==> src/rtl/b_bus_mux_pipe_pkg.sv <==
// Shared constants for the registered B-bus source multiplexer: select codes,
// default widths and the skid-buffer occupancy encoding.
package b_bus_pkg;

  localparam int DATA_W_DEF   = 24;
  localparam int NUM_SRC_DEF  = 9;
  localparam int SEL_W_DEF    = 4;
  localparam int NARROW_W_DEF = 8;
  localparam int CNT_W_DEF    = 16;
  localparam logic [NUM_SRC_DEF-1:0] NARROW_MASK_DEF = 9'b000000111;

  // Select codes as issued by the control unit; code k drives source k-1
  localparam logic [SEL_W_DEF-1:0] SEL_ZERO = 4'd0;
  localparam logic [SEL_W_DEF-1:0] SEL_MDR  = 4'd1;
  localparam logic [SEL_W_DEF-1:0] SEL_PC   = 4'd2;
  localparam logic [SEL_W_DEF-1:0] SEL_MBRU = 4'd3;
  localparam logic [SEL_W_DEF-1:0] SEL_L    = 4'd4;
  localparam logic [SEL_W_DEF-1:0] SEL_C1   = 4'd5;
  localparam logic [SEL_W_DEF-1:0] SEL_C2   = 4'd6;
  localparam logic [SEL_W_DEF-1:0] SEL_C3   = 4'd7;
  localparam logic [SEL_W_DEF-1:0] SEL_T    = 4'd8;
  localparam logic [SEL_W_DEF-1:0] SEL_E    = 4'd9;

  typedef enum logic [1:0] {
    EMPTY = 2'd0,
    ONE   = 2'd1,
    FULL  = 2'd2
  } occ_e;

endpackage

==> src/rtl/b_bus_mux_pipe_if.sv <==
// Select-request and B-bus output bundle; master is the control unit / ALU side,
// slave is the multiplexer pipeline.
interface b_bus_mux_pipe_if #(
  parameter int DATA_W  = 24,
  parameter int NUM_SRC = 9,
  parameter int SEL_W   = 4,
  parameter int CNT_W   = 16
);
  logic [NUM_SRC*DATA_W-1:0] src_data;
  logic [SEL_W-1:0]          sel;
  logic                      sel_valid;
  logic                      sel_ready;
  logic [DATA_W-1:0]         b_bus;
  logic                      b_valid;
  logic                      b_ready;
  logic                      err_sel;
  logic                      err_clr;
  logic [CNT_W-1:0]          xfer_cnt;

  modport master (
    output src_data, sel, sel_valid, b_ready, err_clr,
    input  sel_ready, b_bus, b_valid, err_sel, xfer_cnt
  );

  modport slave (
    input  src_data, sel, sel_valid, b_ready, err_clr,
    output sel_ready, b_bus, b_valid, err_sel, xfer_cnt
  );
endinterface

==> src/rtl/b_bus_mux_pipe_skid_buf.sv <==
// Generic 2-entry valid/ready skid buffer. in_ready is registered so the
// consumer's ready never reaches the producer combinationally.
module b_bus_skid_buf
  import b_bus_pkg::*;
#(
  parameter int WIDTH = 24
) (
  input  logic             clk,
  input  logic             rst_n,
  input  logic [WIDTH-1:0] in_data,
  input  logic             in_valid,
  output logic             in_ready,
  output logic [WIDTH-1:0] out_data,
  output logic             out_valid,
  input  logic             out_ready
);

  occ_e             state_reg;
  logic [WIDTH-1:0] main_reg;
  logic [WIDTH-1:0] skid_reg;
  logic             in_ready_reg;
  logic             out_valid_reg;
  logic             accept;
  logic             drain;

  assign accept = in_valid & in_ready_reg;
  assign drain  = out_valid_reg & out_ready;

  // main_reg is always the head; skid_reg only holds the second entry when FULL
  always_ff @(posedge clk or negedge rst_n) begin
    if (!rst_n) begin
      state_reg     <= EMPTY;
      main_reg      <= '0;
      skid_reg      <= '0;
      in_ready_reg  <= 1'b1;
      out_valid_reg <= 1'b0;
    end else begin
      case (state_reg)
        EMPTY: begin
          if (accept) begin
            main_reg      <= in_data;
            state_reg     <= ONE;
            out_valid_reg <= 1'b1;
          end
        end
        ONE: begin
          if (accept && !drain) begin
            skid_reg     <= in_data;
            state_reg    <= FULL;
            in_ready_reg <= 1'b0;
          end else if (drain && !accept) begin
            state_reg     <= EMPTY;
            out_valid_reg <= 1'b0;
          end else if (accept && drain) begin
            main_reg <= in_data;
          end
        end
        FULL: begin
          if (drain) begin
            main_reg     <= skid_reg;
            state_reg    <= ONE;
            in_ready_reg <= 1'b1;
          end
        end
        default: begin
          state_reg     <= EMPTY;
          in_ready_reg  <= 1'b1;
          out_valid_reg <= 1'b0;
        end
      endcase
    end
  end

  assign in_ready  = in_ready_reg;
  assign out_data  = main_reg;
  assign out_valid = out_valid_reg;

endmodule

==> src/rtl/b_bus_mux_pipe.sv <==
// Registered B-bus source multiplexer: selects and zero-extends a source,
// queues it in a skid buffer, flags illegal selects and counts transfers.
module b_bus_mux_pipe
  import b_bus_pkg::*;
#(
  parameter int                 DATA_W      = DATA_W_DEF,
  parameter int                 NUM_SRC     = NUM_SRC_DEF,
  parameter int                 SEL_W       = SEL_W_DEF,
  parameter int                 NARROW_W    = NARROW_W_DEF,
  parameter logic [NUM_SRC-1:0] NARROW_MASK = NARROW_MASK_DEF,
  parameter int                 CNT_W       = CNT_W_DEF
) (
  input  logic              clk,
  input  logic              rst_n,
  b_bus_mux_pipe_if.slave   bus
);

  localparam logic [SEL_W-1:0] MAX_SEL = SEL_W'(NUM_SRC);

  logic [DATA_W-1:0] ext_src [NUM_SRC];
  logic [DATA_W-1:0] sel_value;
  logic              sel_illegal;
  logic              accept;
  logic              drain;
  logic              err_sel_reg;
  logic [CNT_W-1:0]  xfer_cnt_reg;

  // Narrow sources keep only their low byte; the rest of the slice is ignored
  for (genvar gi = 0; gi < NUM_SRC; gi++) begin : g_src
    if (NARROW_MASK[gi]) begin : g_narrow
      assign ext_src[gi] = {{(DATA_W-NARROW_W){1'b0}},
                            bus.src_data[gi*DATA_W +: NARROW_W]};
    end else begin : g_wide
      assign ext_src[gi] = bus.src_data[gi*DATA_W +: DATA_W];
    end
  end

  // Code 0 and out-of-range codes both fall through to the zero bus
  always_comb begin
    sel_value = '0;
    for (int i = 0; i < NUM_SRC; i++) begin
      if (bus.sel == SEL_W'(i + 1)) begin
        sel_value = ext_src[i];
      end
    end
  end

  assign sel_illegal = (bus.sel > MAX_SEL);
  assign accept      = bus.sel_valid & bus.sel_ready;
  assign drain       = bus.b_valid & bus.b_ready;

  b_bus_skid_buf #(
    .WIDTH (DATA_W)
  ) u_skid (
    .clk       (clk),
    .rst_n     (rst_n),
    .in_data   (sel_value),
    .in_valid  (bus.sel_valid),
    .in_ready  (bus.sel_ready),
    .out_data  (bus.b_bus),
    .out_valid (bus.b_valid),
    .out_ready (bus.b_ready)
  );

  // A fresh illegal accept outranks a simultaneous clear
  always_ff @(posedge clk or negedge rst_n) begin
    if (!rst_n) begin
      err_sel_reg <= 1'b0;
    end else if (accept && sel_illegal) begin
      err_sel_reg <= 1'b1;
    end else if (bus.err_clr) begin
      err_sel_reg <= 1'b0;
    end
  end

  always_ff @(posedge clk or negedge rst_n) begin
    if (!rst_n) begin
      xfer_cnt_reg <= '0;
    end else if (drain) begin
      xfer_cnt_reg <= xfer_cnt_reg + 1'b1;
    end
  end

  assign bus.err_sel  = err_sel_reg;
  assign bus.xfer_cnt = xfer_cnt_reg;

endmodule

==> src/flat_wrapper.sv <==
// flat-port wrapper written by rule: the top's interface ports become plain ports
module b_bus_mux_pipe_flat import b_bus_pkg::*;
#(
  parameter int                 DATA_W      = DATA_W_DEF,
  parameter int                 NUM_SRC     = NUM_SRC_DEF,
  parameter int                 SEL_W       = SEL_W_DEF,
  parameter int                 NARROW_W    = NARROW_W_DEF,
  parameter logic [NUM_SRC-1:0] NARROW_MASK = NARROW_MASK_DEF,
  parameter int                 CNT_W       = CNT_W_DEF
)
  (clk, rst_n, bus_src_data, bus_sel, bus_sel_valid, bus_b_ready, bus_err_clr, bus_sel_ready, bus_b_bus, bus_b_valid, bus_err_sel, bus_xfer_cnt);
  b_bus_mux_pipe_if #(.DATA_W(DATA_W), .NUM_SRC(NUM_SRC), .SEL_W(SEL_W), .CNT_W(CNT_W)) bus_i ();
  input  logic clk;
  input  logic rst_n;
  input wire logic [$bits(bus_i.src_data)-1:0] bus_src_data;
  input wire logic [$bits(bus_i.sel)-1:0] bus_sel;
  input wire logic [$bits(bus_i.sel_valid)-1:0] bus_sel_valid;
  input wire logic [$bits(bus_i.b_ready)-1:0] bus_b_ready;
  input wire logic [$bits(bus_i.err_clr)-1:0] bus_err_clr;
  output wire logic [$bits(bus_i.sel_ready)-1:0] bus_sel_ready;
  output wire logic [$bits(bus_i.b_bus)-1:0] bus_b_bus;
  output wire logic [$bits(bus_i.b_valid)-1:0] bus_b_valid;
  output wire logic [$bits(bus_i.err_sel)-1:0] bus_err_sel;
  output wire logic [$bits(bus_i.xfer_cnt)-1:0] bus_xfer_cnt;
  assign bus_i.src_data = bus_src_data;
  assign bus_i.sel = bus_sel;
  assign bus_i.sel_valid = bus_sel_valid;
  assign bus_i.b_ready = bus_b_ready;
  assign bus_i.err_clr = bus_err_clr;
  assign bus_sel_ready = bus_i.sel_ready;
  assign bus_b_bus = bus_i.b_bus;
  assign bus_b_valid = bus_i.b_valid;
  assign bus_err_sel = bus_i.err_sel;
  assign bus_xfer_cnt = bus_i.xfer_cnt;
  b_bus_mux_pipe #(.DATA_W(DATA_W), .NUM_SRC(NUM_SRC), .SEL_W(SEL_W), .NARROW_W(NARROW_W), .NARROW_MASK(NARROW_MASK), .CNT_W(CNT_W)) u_core (.clk(clk), .rst_n(rst_n), .bus(bus_i));
endmodule
==> config.mk <==
export PLATFORM = sky130hd
export DESIGN_NAME = b_bus_mux_pipe_flat
export DESIGN_NICKNAME = d
export VERILOG_FILES = /design/src/rtl/b_bus_mux_pipe_pkg.sv /design/src/rtl/b_bus_mux_pipe_if.sv /design/src/rtl/b_bus_mux_pipe_skid_buf.sv /design/src/rtl/b_bus_mux_pipe.sv /design/src/flat_wrapper.sv
export SDC_FILE = /design/constraint.sdc
export NUM_CORES = 1
export LEC_CHECK = 0
export CAP_MARGIN = 20
export CORE_UTILIZATION = 39
export DETAILED_ROUTE_END_ITERATION = 10
export PLACE_DENSITY = 0.83
export SLEW_MARGIN = 20
export SYNTH_ARGS = -nofsm -noshare
export SYNTH_HDL_FRONTEND = slang
export SYNTH_SLANG_ARGS = --single-unit
==> constraint.sdc <==
create_clock -name clk -period 2.5 [get_ports clk]
set_clock_uncertainty 0.15 [all_clocks]
set_input_delay 0.25 -clock clk [delete_from_list [all_inputs] [get_ports clk]]
set_output_delay 0.25 -clock clk [all_outputs]
set_load 0.02 [all_outputs]
-- After elaboration in Yosys (flattened, before gate mapping)
Cells that the tools add are included.
- mux-type cells: 29
- equality and inequality tests: 19
- reduce and logical (&&, ||, !) cells: 14
- add/subtract/negate cells: 1
- bitwise gates (word level): 4
- magnitude comparators: 1
- operators with widths (cell ; number):
    24-bit two-way mux ; 13
    24-bit one-hot mux with 3 select lines ; 1
    16-bit by 1-bit adder with 16-bit output, second input constant ; 1
    4-bit by 3-bit == test with 1-bit output, second input constant ; 4
    2-bit inequality test, second input constant ; 6
    4-bit by 2-bit == test with 1-bit output, second input constant ; 2
    4-bit == test, second input constant ; 2
    2-bit two-way mux ; 4
    8-bit two-way mux ; 1
    1-bit two-way mux ; 7
    1-bit one-hot mux with 3 select lines ; 2
    2-bit one-hot mux with 3 select lines ; 1
    3-bit AND reduction ; 2
    6-bit AND reduction ; 1
    4-bit by 1-bit == test with 1-bit output, second input constant ; 1
    4-bit > comparator, second input constant ; 1
    1-bit logical AND ; 4
    4-bit AND reduction ; 1
    3-bit inequality test, second input constant ; 1
    3-bit nonzero test ; 1
    1-bit bitwise AND ; 2
    2-bit by 1-bit == test with 1-bit output, second input constant ; 1
    2-bit == test, second input constant ; 1
    1-bit zero test ; 2
    5 further kinds ; 6
- output and inout bits: 43
- register bits: 69
- bits of input ports: 225
- word-level logic and storage cells: 75

-- Logic depth before layout (Yosys ltp)
- word-level depth: 14
- mapped depth: 10
- depth with buffers taken out: 8

-- Modules after synthesis
From an unflattened synthesis, not the netlist that was laid out.
- cells, all modules: 458
- area total of the unflattened synthesis: 4742.0 um^2
- by module, submodules not included (module ; cells each ; sequential area each (um^2) ; times used ; area each (um^2)):
    b_bus_skid_buf ; 159 ; 1302.5 ; 1 ; 2421.1
    b_bus_mux_pipe ; 299 ; 425.4 ; 1 ; 2321.0

-- Least setup slack after synthesis
No wires, ideal clock.
- path kind: register to register
- start point: register u_core.u_skid.out_valid_reg, in the netlist u_core.u_skid.out_valid
- end point: register u_core.u_skid.main_reg[15], in the netlist u_core.u_skid.out_data[15]
- library setup time: 0.133 ns
- arrival: 1.957 ns
- path slack: 0.260 ns
- stages on the path, launching flop included: 11
- path buffers: 2
- clock period less this slack: 2.240 ns
- data required time: 2.217 ns
- path through: dfrtp_1 nand2_1 inv_2 ha_1 nand4bb_1 a21oi_1 a21o_1 buf_2 buf_4 mux2i_1 o21ai_1
- word-level cells in the longest chain between the ends: 5
- elaborated cells on any way between the ends: 10
- those cells by class: eq/ne (4); bitwise (1); reduce/logical (5)
- RTL lines (element ; line ; RTL):
    start: declaration ; b_bus_mux_pipe_skid_buf.sv:22 ; logic out_valid_reg;
    start signal: assignment ; b_bus_mux_pipe_skid_buf.sv:36 ; out_valid_reg <= 1'b0;
    start signal: assignment ; b_bus_mux_pipe_skid_buf.sv:43 ; out_valid_reg <= 1'b1;
    start signal: assignment ; b_bus_mux_pipe_skid_buf.sv:53 ; out_valid_reg <= 1'b0;
    1-bit bitwise AND * ; n/a ;
    named net u_core.drain ; b_bus_mux_pipe.sv:24 ; logic drain;
    1-bit zero test ; b_bus_mux_pipe_skid_buf.sv:47 ; if (accept && !drain) begin
    1-bit logical AND ; b_bus_mux_pipe_skid_buf.sv:47 ;
    2-bit inequality test (no line) ; n/a ;
    6-bit AND reduction (no line) * ; n/a ;
    end signal: assignment ; b_bus_mux_pipe_skid_buf.sv:41 ; main_reg <= in_data;
    end signal: assignment ; b_bus_mux_pipe_skid_buf.sv:55 ; main_reg <= in_data;
    end signal: assignment ; b_bus_mux_pipe_skid_buf.sv:60 ; main_reg <= skid_reg;
    end: declaration ; b_bus_mux_pipe_skid_buf.sv:19 ; logic [WIDTH-1:0] main_reg;
The timed path passes the listed nets; every way through them passes the cells marked *.
A chain may end at the register's enable or synchronous reset.

-- Final worst setup path
- start point: input bus_sel[2]
- end point: register u_core.u_skid.skid_reg[15]
- word-level cells in the longest chain between the ends: 8
- elaborated cells on any way between the ends: 14
- those cells by class: eq/ne (7); mux (7)
- RTL lines (element ; line ; RTL):
    start: declaration ; flat_wrapper.sv:16 ; input wire logic [$bits(bus_i.sel)-1:0] bus_sel;
    4-bit by 2-bit == test with 1-bit output ; b_bus_mux_pipe.sv:42 ; if (bus.sel == SEL_W'(i + 1)) begin
    24-bit two-way mux (6 in a row) ; b_bus_mux_pipe.sv:42 ;
    24-bit two-way mux * ; b_bus_mux_pipe.sv:42 ;
    end signal: assignment ; b_bus_mux_pipe_skid_buf.sv:48 ; skid_reg <= in_data;
    end: declaration ; b_bus_mux_pipe_skid_buf.sv:20 ; logic [WIDTH-1:0] skid_reg;
Every way passes the cells marked *; elsewhere a longest branch is shown, timed or not.

==> flow_summary_export.csv <==
group,metric,value,unit
status,status,"finished clean",
critical_path,crit_fanout,9,
logic_synthesis,synth_cell_type_count,59,
placed_design,hpwl,13000,um
routing,drtIter0Drc,420,
critical_path,crit_path_top_delay_cell,"a222oi_1",
routing,viasPerCell,5.79,
critical_path,path_class,"input pin to flip-flop",
clocking,clock_tree.root_cell,"clkbuf_16",
routing,wl,16900,um
final_layout,antenna_cells_inserted,0,
logic_synthesis,postSynth.asyncResetShare,100,%
clocking,htree_levels,3,
routing,ant_nets,0,
sta,hold-worst-slack,0.308,ns
final_layout,final_area,7400,um^2
critical_path,cp-start-kind,"input pin",
logic_synthesis,ys_seq_elements,69,
global_routing,grt_max_degree,70,
critical_path,reg2reg_depth,9,
logic_synthesis,synth-compound-area-share,28.9,%
sta,slew_headroom,60.5,%
logic_synthesis,avgSynthCellArea,8.67,um^2
critical_path,r2r_end,"u_core.u_skid.out_data[8]",
global_routing,grt_overflow,0,
pwr,peakVddDrop,0.000386,V
sta,period_needed,2.28,ns
logic_synthesis,syn_area,4550,um^2
clocking,clk_latency,0.33,ns
clocking,cts_inserted_buffers,9,
pwr,design_power_total,2.99,mW
pwr,power.internal,2.28,mW
placed_design,portBuffers,219,
die,ioPinCount,268,
logic_synthesis,synthMuxAreaShare,5.80,%
logic_synthesis,synth_flop_cell,"dfrtp_1",
logic_synthesis,yosysSeqAreaShare,38.0,%
pwr,p_seq_share,37.5,%
critical_path,crit_chain,"clkdlybuf4s50_1 > buf_4 > and2b_1 > nand2_1 > nand3_1 > a222oi_1 > buf_4 > o21ai_1",
routing,wl_per_cell,18.7,um
clocking,cts_tree,"yes",
logic_synthesis,synth_fp_nets,754,
sta,maxSlewViolCount,0,
sta,fin_crit_sh,91.2,%
critical_path,r2r_start,"u_core.u_skid.out_valid",
critical_path,slowest_delay,0.58,ns
sta,rsz0062_at_grt,"no",
final_layout,stdcell_count,907,
sta,setup_slack,0.220,ns
worst_hold_path,min_path_type,"input pin to asynchronous set/reset pin",
job,maxCapViolCount,0,
global_routing,grt_usage,27.9,%
placed_design,placed_area,7070,um^2
die,initial_utilization,40.0,%
logic_synthesis,synth.most_common_cell,"dfrtp_1",
routing,drc,0,
sta,setup_viol,0,
sta,max_freq,439,MHz
logic_synthesis,synth.top_cell.area_share,37.4,%
die,std_cell_rows,39,
critical_path,worstSetupEndpointType,"flip-flop",
pwr,swShare,23.6,%
logic_synthesis,ys_warn_count,0,
logic_synthesis,syn_inst,525,
die,die_w,110,um
global_routing,grt_antenna_before_repair,0,
pwr,p_clk_share,41.9,%
clocking,path_clk_slew,0.05,ns
logic_synthesis,synth_commonest_cells,"68 x dfrtp_1, 49 x o21ai_0, 44 x nand2_1, 38 x nor2_1, 29 x a21oi_1",
critical_path,critPathRequiredTime,2.56,ns
pwr,power.density,404,nW/um^2
critical_path,crit_buf_inv,3,
clocking,cts_sinks,69,
placed_design,gp_congestion,0.870,
die,core_area,11400,um^2
logic_synthesis,synth_xor_area_share,2.89,%
final_layout,area_growth,62.6,%
routing,vias,5252,
final_layout,fin_util,65.1,%
logic_synthesis,synthTopCellsByArea,"dfrtp_1 37%, o21ai_0 5.4%, mux2i_1 5.1%",
final_layout,nets,988,
critical_path,cpMostUsedCell,"buf_4",
placed_design,dp_slack,-0.250,ns
pwr,combPwrFrac,20.6,%
logic_synthesis,synthSimpleGateAreaFrac,17.5,%
global_routing,grt_pass1_wl,25600,um
final_layout,post_route_cells_drive_above_1_share,10.2,%
critical_path,reg2reg_slack,0.22,ns
logic_synthesis,yosys.area.top_type,"dfrtp_1",
sta,fin_tns_setup,0,ns
die,die_y,110,um
critical_path,worst_ep_arrival_time,2.34,ns
sta,worst_slew_pin_slew,0.593,ns
pwr,power.switching,0.706,mW
critical_path,cp_top_family,"buffers and inverters",
placed_design,placed_cells,888,
die,die_area,12100,um^2
logic_synthesis,synth_top_family_by_area,"compound AO/OA/AOI/OAI gates",
logic_synthesis,synth_adder_area_share,1.10,%
global_routing,grt_pass1_vias,5135,
clocking,clockBufferDepth,2,
sta,hold_viol_final,0,
logic_synthesis,synth_edf_count,0,
pwr,p_leak,3.06,nW
routing,dr.pass1.iters,5,
## power by group through the flow
stage / clock network (mW) / logic [mW] / registers, mW
2_1_floorplan: 0 / 0.202 / 1.14
3_3_place_gp: 0 / 0.598 / 1.14
3_5_place_dp: 0 / 0.604 / 1.14
4_1_cts: 1.26 / 0.609 / 1.12
5_1_grt: 1.32 / 0.653 / 1.12
6_report: 1.25 / 0.615 / 1.12
## metal layers
metal | share of wire, % | GRT usage, % | vias to the layer above
met5 | 0 | 0 | -
met4 | 2.8 | 10.5 | 0
met3 | 8.4 | 6.11 | 43
met2 | 49 | 48.6 | 307
met1 | 40 | 33.7 | 2473
li1 | - | - | 2429
## repair_timing
action                                  4_1_cts  5_1_grt
setup buffers                                 0        2
hold buffers                                  1        0
endpoints found under the setup margin        0       11
hold endpoints to repair                     68        0
gates resized for setup                       0        2
## worst min-delay path, stage by stage
cell           delay (ns)
dlygate4sd3_1        0.52
buf_2                0.12
buf_12               0.30
## cells in the final DEF (no fill, tap or decap), drive strengths merged, types with 3 or more instances in the layout
cell type and count:
a222oi 5, and3b 3, clkdlybuf4s50 217, nand3 25, o21ai 62, nand2b 10
a21oi 30, clkbuf 12, nor2 39, nor2b 3, or3 7, dfrtp 68
mux2 3, a211oi 9, and2 5, ha 4, a21o 3, nor3 6
a31oi 12, inv 8, nand2 44, xnor2 10, o211ai 14, a22o 6
a211o 12, nand4 4, buf 51, a22oi 14, mux2i 23, xor2 5
a32o 13, and3 3, o22ai 4
## worst max-delay path by stage
| stage | cells past startpoint | slack, ns | to | start |
|---|---|---|---|---|
| floorplan | 10 | 0.26 | u_core.u_skid.out_data[15] | u_core.u_skid.out_valid |
| CTS | 9 | 0.009 | u_core.u_skid.out_data[23] | u_core.u_skid.in_ready |
| finish | 8 | 0.22 | u_core.u_skid.skid_reg[15] | bus_sel[2] |
| global placement | 10 | -0.05 | u_core.u_skid.out_data[23] | bus_b_ready |
| global route | 9 | 0.06 | u_core.u_skid.out_data[23] | u_core.u_skid.out_valid |
| detailed placement | 10 | -0.25 | u_core.u_skid.out_data[23] | bus_b_ready |
## logic make-up (layout without fill, tap and decap cells)
family,Yosys count,count (layout)
AO/OA/AOI/OAI,197,197
AND/OR/NAND/NOR,160,160
flip-flops,69,69
buffers and inverters,54,293
multiplexers,26,26
XOR/XNOR,15,15
adder cells (fa/ha/maj),4,4
## cell type report
class,instances,area [um^2]
fillers,918,3970
well taps,143,179
repair buffers,269,2600
clock inverters,4,47.5
multi-input cells,402,2570
inverters,8,30.0
flip-flops and latches,69,1730
clock buffers,12,246
Note: power is estimated with default switching activity, not from simulation.
